==> config.mk <==
export PLATFORM = sky130hd
export DESIGN_NAME = soft_gamma
export DESIGN_NICKNAME = d
export VERILOG_FILES = /design/src/rtl/soft_gamma.sv
export SDC_FILE = /design/constraint.sdc
export NUM_CORES = 1
export LEC_CHECK = 0
export CAP_MARGIN = 10
export CORE_MARGIN = 4
export CORE_UTILIZATION = 50
export CTS_BUF_LIST = sky130_fd_sc_hd__clkbuf_4
export DETAILED_ROUTE_END_ITERATION = 8
export DONT_BUFFER_PORTS = 1
export PLACE_DENSITY = 0.71
export SLEW_MARGIN = 40
export SYNTH_ARGS = -nofsm -noshare
export SYNTH_HDL_FRONTEND = slang
export SYNTH_SLANG_ARGS = --single-unit
==> constraint.sdc <==
create_clock -name clk -period 12.2 [get_ports clk]
set_input_delay 1.22 -clock clk [delete_from_list [all_inputs] [get_ports clk]]
set_output_delay 1.22 -clock clk [all_outputs]
set_load 0.005 [all_outputs]
==> src/rtl/soft_gamma.sv <==
// soft_gamma: two-stage pipelined IDS-channel branch metric (gamma) for drift-based BCJR.
module soft_gamma #(
  parameter int DATA_WIDTH = 32,
  parameter int IDX_W      = 16,
  parameter int PROB_W     = 16,
  parameter int P_D        = 21845,
  parameter int P_I        = 21845,
  parameter int P_S        = 21845,
  parameter int I_MAX      = 2
) (
  input  logic                  clk,
  input  logic                  rst_n,
  input  logic                  in_valid,
  input  logic [IDX_W-1:0]      N,
  input  logic [DATA_WIDTH-1:0] r,
  input  logic [IDX_W-1:0]      t,
  input  logic [IDX_W-1:0]      d,
  input  logic [IDX_W-1:0]      d_tag,
  input  logic                  b,
  output logic                  out_valid,
  output logic [PROB_W:0]       gamma_out
);
  localparam int RW = $clog2(DATA_WIDTH);
  localparam int MW = (I_MAX > 0) ? $clog2(I_MAX + 1) : 1;
  localparam int SW = IDX_W + 2;
  localparam int PPW = 2 * PROB_W + 2;
  localparam logic [PROB_W:0] ONE = (PROB_W + 1)'(1) << PROB_W;
  localparam logic [PROB_W:0] PT = ONE - (PROB_W + 1)'(P_D) - (PROB_W + 1)'(P_I);
  localparam logic [PROB_W:0] E_HIT = ONE - (PROB_W + 1)'(P_S);
  localparam logic [PROB_W:0] E_MISS = (PROB_W + 1)'(P_S);
  localparam logic [PROB_W:0] P_IH = (PROB_W + 1)'(P_I >> 1);
  localparam logic [IDX_W-1:0] DW = IDX_W'(DATA_WIDTH);
  localparam logic signed [SW-1:0] DEL = '1;
  localparam logic signed [SW-1:0] IMX = SW'(I_MAX);
  logic signed [SW-1:0] p, delta, q, n_s;
  logic [IDX_W-1:0] n_c;
  logic [PROB_W:0] e, g1_d, g1_q, g2, gamma_d, gamma_q;
  logic [PPW-1:0] prod, prod2;
  logic [MW-1:0] m1_d, m1_q;
  logic v1_q, ov_q, del_ok, sub_ok;
  // p and drift difference are kept two bits wider than the index so t+d never wraps
  always_comb begin
    n_c = (N > DW) ? DW : N;
    n_s = SW'(n_c);
    p = SW'(t) + {{2{d[IDX_W-1]}}, d};
    delta = {{2{d_tag[IDX_W-1]}}, d_tag} - {{2{d[IDX_W-1]}}, d};
    q = p + delta;
    e = (r[q[RW-1:0]] == b) ? E_HIT : E_MISS;
    prod = PPW'(PT) * PPW'(e);
    del_ok = (delta == DEL) && !p[SW-1] && (p <= n_s);
    sub_ok = !delta[SW-1] && (delta <= IMX) && !p[SW-1] && (q < n_s);
    g1_d = del_ok ? (PROB_W + 1)'(P_D) : sub_ok ? (PROB_W + 1)'(prod >> PROB_W) : '0;
    m1_d = sub_ok ? delta[MW-1:0] : '0;
  end
  // each inserted bit scales by P_I/2; unrolled to I_MAX stages, enabled by m
  always_comb begin
    g2 = g1_q;
    prod2 = '0;
    for (int i = 0; i < I_MAX; i++) begin
      prod2 = PPW'(g2) * PPW'(P_IH);
      g2 = (MW'(i) < m1_q) ? (PROB_W + 1)'(prod2 >> PROB_W) : g2;
    end
    gamma_d = (g2 > ONE) ? ONE : g2;
  end
  always_ff @(posedge clk or negedge rst_n)
    if (!rst_n) begin
      v1_q <= 1'b0;
      g1_q <= '0;
      m1_q <= '0;
      ov_q <= 1'b0;
      gamma_q <= '0;
    end else begin
      v1_q <= in_valid;
      ov_q <= v1_q;
      if (in_valid) begin
        g1_q <= g1_d;
        m1_q <= m1_d;
      end
      if (v1_q) gamma_q <= gamma_d;
    end
  assign out_valid = ov_q;
  assign gamma_out = gamma_q;
endmodule

==> results of run 1 <==
## worst reg2reg max path: cells and delay by family (launching register included)
family,cells,cell delay [ns]
buffers and inverters,6,0.40
flip-flops,1,0.55
AO/OA/AOI/OAI,11,2.84
AND/OR/NAND/NOR,5,1.27
multiplexers,1,0.18
XOR/XNOR,1,0.29
adder cells (fa/ha/maj),12,4.74
## cell usage in the layout (no fill, tap or decap), drive strengths merged, types with 11 or more instances in the layout
master  count
a211oi     18
a21o       29
a21oi      88
conb       31
dfrtp      25
fa         88
ha        232
inv       225
nand2      50
nand2b     11
nand3      11
nor2       58
nor3       11
o21a       21
o21ai      68
xnor2      51
xor2       22
## stage by stage
stage | power (W) | instance area [um^2]
2_1_floorplan | 0.000476 | 10500
3_3_place_gp | 0.000565 | 10700
3_5_place_dp | 0.000574 | 10700
4_1_cts | 0.000623 | 10800
5_1_grt | 0.000685 | 10800
6_report | 0.000619 | 10800
## routing by layer
layer,GRT usage,share of wire,vias to the layer above
li1,-,-,4189
met3,0.0199,0.049,27
met5,0,0.00048,-
met1,0.285,0.45,4012
met4,0.0497,0.018,2
met2,0.364,0.48,226
## layout make-up
cell class / instances / area share
multi-input combinational: 959 / 0.827
inverter: 225 / 0.0784
clock buffer: 3 / 0.00209
antenna: 1 / 0.000232
sequential: 25 / 0.0582
timing repair buffer: 3 / 0.00209
tap: 270 / 0.0313
clock inverter: 1 / 0.000813
## power by group
part           internal (W)  leakage [nW]  switching [W]
Combinational      0.000215          5.50       0.000271
Sequential        0.0000853         0.330     0.00000219
Clock             0.0000135        0.0183      0.0000324
Total              0.000314          5.85       0.000306
## final timing paths
| path | startpoint | slack (ns) | to |
|---|---|---|---|
| max in group asynchronous | rst_n | 11.58 | m1_q[1] |
| hold reg to reg | gamma_out[8] | 0.53 | gamma_out[8] |
| setup reg to reg | g1_q[8] | 1.91 | gamma_out[12] |
| min in group clk | gamma_out[8] | 0.53 | gamma_out[8] |
| setup / recovery | g1_q[8] | 1.91 | gamma_out[12] |
| hold / removal | rst_n | 0.50 | gamma_out[0] |
## logic make-up (layout without fill, tap and decap cells)
logic type               Yosys count  in the layout  synth area share
multiplexers                      19             19            0.0283
AND/OR/NAND/NOR                  208            208             0.105
XOR/XNOR                          73             73            0.0618
AO/OA/AOI/OAI                    308            308             0.204
flip-flops                        25             25            0.0604
buffers and inverters            242            232            0.0891
adder cells (fa/ha/maj)          320            320             0.451
other                              2             32          0.000726
## registers in the layout (all words and copies together), names as in the netlist
signal     cells
g1_q           6
gamma_out     15
m1_q           2
out_valid      1
v1_q           1
==> impl_metrics.tcl, run 1 <==
set metrics [dict create \
    worstRegToRegCells 36 \
    detail-route-antenna-nets 0 \
    insertion_delay_ns 0.37 \
    fin_crit_ns 10.29 \
    relSlewSlack 0.460 \
    end_kind "flop" \
    synth_warnings 0 \
    hold_viol 0 \
    fin_setup_tns_ns 0 \
    grt-ovfl-total 0 \
    coreArea_mm2 0.0203 \
    syn_avg_cell_area_um2 8.65 \
    io-pin-count 118 \
    timing.critical_path.buf_inv 6 \
    nFillCells 1904 \
    grt_setup_unrepaired "false" \
    die_h_um 152 \
    final_nets 1637 \
    vias_per_cell 5.69 \
    cp_num_cells 36 \
    ys_types 93 \
    synthTopCellsByCount "ha_1 (232), inv_1 (224), fa_1 (88)" \
    maxCapViolations 0 \
    ys_seq_elements 25 \
    drv_slew 0 \
    crit_family "adder cells" \
    fin_skew_ns 0.0276 \
    htree_levels 1 \
    cts_buffers 3 \
    power_leakage_nw 5.85 \
    dp.cells 1482 \
    min_path_type "in2async" \
    grt_first_pass_wirelength_um 41200 \
    critical_path_arrival_ns 10.62 \
    cts_tree "done" \
    synthCells 1197 \
    grt_use_total 0.210 \
    whs_ns 0.502 \
    drive_gt1_frac 0.0469 \
    critPathSlowestCell "dfrtp_1" \
    first_pass_iters 5 \
    die_width_um 152 \
    synth.area.top_cells "ha_1 (28%), fa_1 (17%), inv_1 (8.1%)" \
    tightest_slew_ns 0.809 \
    synthArstFlopShare 1.00 \
    area_growth_pct 4.12 \
    worstPathRequired_ns 12.53 \
    critPathLaunchType "flop" \
    layoutNonFillerInstCount 1487 \
    peakVddDrop_uv 56.3 \
    start_util 0.510 \
    synth_most_common_cell "ha_1" \
    clock_path_buffers 2 \
    worstPathMaxFanout 9 \
    finish.utilization 0.531 \
    synth_top_area_share 0.280 \
    synth_ff_type "dfrtp_1" \
    status "finished clean" \
    slowest_delay_ns 0.55 \
    wl_per_cell_um 16.7 \
    synth-seq-area-share 0.0604 \
    die_area_mm2 0.0231 \
    register_area_um2 627 \
    period_share 0.843 \
    dpl_worst_slack_ns 2.05 \
    post_cts_buffers 0 \
    grt_pass1_vias 8549 \
    wirelength_um 24800 \
    place_hpwl_um 22100 \
    vias 8456 \
    multi_input_area_mm2 0.00891 \
    fmax_mhz 97.2 \
    holdBufCountCts 0 \
    drc 0 \
    cpMostUsedCell "ha_1" \
    grt_max_degree 26 \
    setup_viol 0 \
    post_cts_resized 0 \
    finalWeightedCongestion 0.913 \
    synth_area_mm2 0.0104 \
    setup_ws_ns 1.91 \
    numPortBuffers 0 \
    critical_path_class "reg2reg" \
    power.density_mw_per_mm2 57.5 \
    grt_antenna_before_repair 2 \
    yosysTopAreaCell "ha_1" \
    clock_sinks 25 \
    cts-root-buf "clkbuf_4" \
    path_clk_slew_ns 0.18 \
    drtIter0Drc 443 \
    rows 52 \
    synth_edf_count 0 \
]
Note: power is estimated with default switching activity, not from simulation.
==> inputs of run 2 (changes only) <==
- clock period: 12.2 -> 10.04 ns (I/O delays scaled with it)
==> run 2 against run 1 <==
Net effect: register-to-register slack lost 1.3 ns; global-route usage grew 0.12 points; highest routed layer is now met4; sequential share of layout area shrank 0.057 points; clock skew grew 0.0076 ns; utilization grew 0.63 points; design area grew 1.2%; largest power group unchanged; maximum frequency grew 8.6%; critical path depth shrank 1; via count grew 0.15%; setup slack lost 1.3 ns; die area is the same; first-iteration DRC count shrank 21%.
==> impl_metrics.tcl, run 2 (same netlist as run 1, synthesis figures left out) <==
set metrics [dict create \
    status "finished clean" \
    grt_antenna_before_repair 1 \
    critPathLaunchType "flop" \
    cts_buffers 3 \
    first_pass_iters 5 \
    finalWeightedCongestion 0.985 \
    crit_family "adder cells" \
    wl_per_cell_um 16.6 \
    die_area_mm2 0.0231 \
    start_util 0.510 \
    nFillCells 1944 \
    slowest_delay_ns 0.55 \
    period_share 0.943 \
    fmax_mhz 106 \
    io-pin-count 118 \
    worstPathRequired_ns 10.30 \
    final_area_mm2 0.0109 \
    setup_viol 0 \
    whs_ns 0.272 \
    timing.critical_path.buf_inv 6 \
    grt_setup_unrepaired "false" \
    coreArea_mm2 0.0203 \
    r2r_slack_ns 0.57 \
    place_hpwl_um 22200 \
    die_h_um 152 \
    tightest_slew_ns 0.824 \
    r2r_start "g1_q[4]" \
    cp-startpoint "g1_q[4]" \
    grt_use_total 0.211 \
    cts_tree "done" \
    grt_max_degree 27 \
    postPlaceCellArea_mm2 0.0108 \
    insertion_delay_ns 0.39 \
    vias 8469 \
    register_area_um2 628 \
    fin_skew_ns 0.0351 \
    peakVddDrop_uv 67.3 \
    largest_register_ffs 15 \
    area_growth_pct 5.36 \
    drc 0 \
    cts-root-buf "clkbuf_4" \
    final_common_cell "ha_1" \
    fin_crit_ns 9.47 \
    detail-route-antenna-nets 0 \
    relSlewSlack 0.451 \
    multi_input_area_mm2 0.00895 \
    layout_common_cells "ha_1 (231), inv_1 (224), fa_1 (88)" \
    drive_gt1_frac 0.0611 \
    grt-ovfl-total 0 \
    power.density_mw_per_mm2 69.1 \
    critPathSlowestCell "fa_1" \
    drv_slew 0 \
    hold_viol 0 \
    critical_path_class "reg2reg" \
    grt_first_pass_wirelength_um 41500 \
    rows 52 \
    numPortBuffers 0 \
    timing.rr.end "gamma_out[13]" \
    htree_levels 1 \
    power_leakage_nw 5.92 \
    min_path_type "in2async" \
    vias_per_cell 5.65 \
    drtIter0Drc 351 \
    critical_path_arrival_ns 9.72 \
    fin_setup_tns_ns 0 \
    end_kind "flop" \
    worstRegToRegCells 35 \
    die_width_um 152 \
    wirelength_um 24900 \
    clock_path_buffers 2 \
    worstPathMaxFanout 8 \
    maxCapViolations 0 \
    grt_pass1_vias 8498 \
    path_clk_slew_ns 0.19 \
    clock_sinks 25 \
    final_nets 1649 \
]
run 2: cell types whose count changed in the layout (fill, tap and decap cells not counted), sizes merged:
cell	delta
buf	+12
run 2: through the flow:
stage	instances	total power [W]	setup slack, ns	utilization
final	1499	0.000753	0.573	0.537
after floorplan	1226	0.000578	1.01	-
after global routing	1499	0.000839	0.00380	0.537
after global placement	1492	0.000685	0.355	0.533
after detailed placement	1492	0.000695	0.205	0.533
after CTS	1496	0.000756	0.194	0.534
run 2: worst reg2reg max path, delay by kind of cell, from the launching register on:
kind                       cells  cell delay, ns
and+or+nand+nor                1            0.17
DFF                            1            0.51
xor gates and xnor gates       2            0.41
muxes                          1            0.24
buffers and inverters          6            0.38
AOI/OAI and AO/OA             14            2.87
adders and majority gates     11            4.81
run 2: how the worst max path moves through the flow:
stage                    endpoint  slack (ns)  cells past startpoint
floorplan           gamma_out[13]        1.01                     37
global placement    gamma_out[13]        0.35                     35
detailed placement  gamma_out[13]        0.20                     35
CTS                 gamma_out[13]        0.19                     35
global route        gamma_out[13]       0.004                     37
finish              gamma_out[13]        0.57                     35
run 2: power breakdown:
part	switching, W	total, W	internal [W]	leakage (nW)
registers	0.00000425	0.000108	0.000104	0.328
clock network	0.0000406	0.0000570	0.0000164	0.0183
logic	0.000328	0.000588	0.000261	5.58
run 2: timing repair:
action,CTS,global route
hold buffers,0,0
hold endpoints to repair,0,0
gates resized for setup,0,9
buffers inserted,0,2
endpoints found under the setup margin,0,11
run 2: cell type report:
cell class	instances	area share
Antenna cell	1	0.000229
Inverter	225	0.0774
Timing Repair Buffer	15	0.0103
Tap cell	270	0.0310
Clock buffer	3	0.00207
Clock inverter	1	0.000803
Multi-Input combinational cell	959	0.821
Sequential cell	25	0.0576
run 2: per-layer routing:
layer | GRT usage | part of all wire
met1 | 0.294 | 0.47
met2 | 0.358 | 0.47
met3 | 0.0208 | 0.046
met4 | 0.0488 | 0.017
met5 | 0 | 0
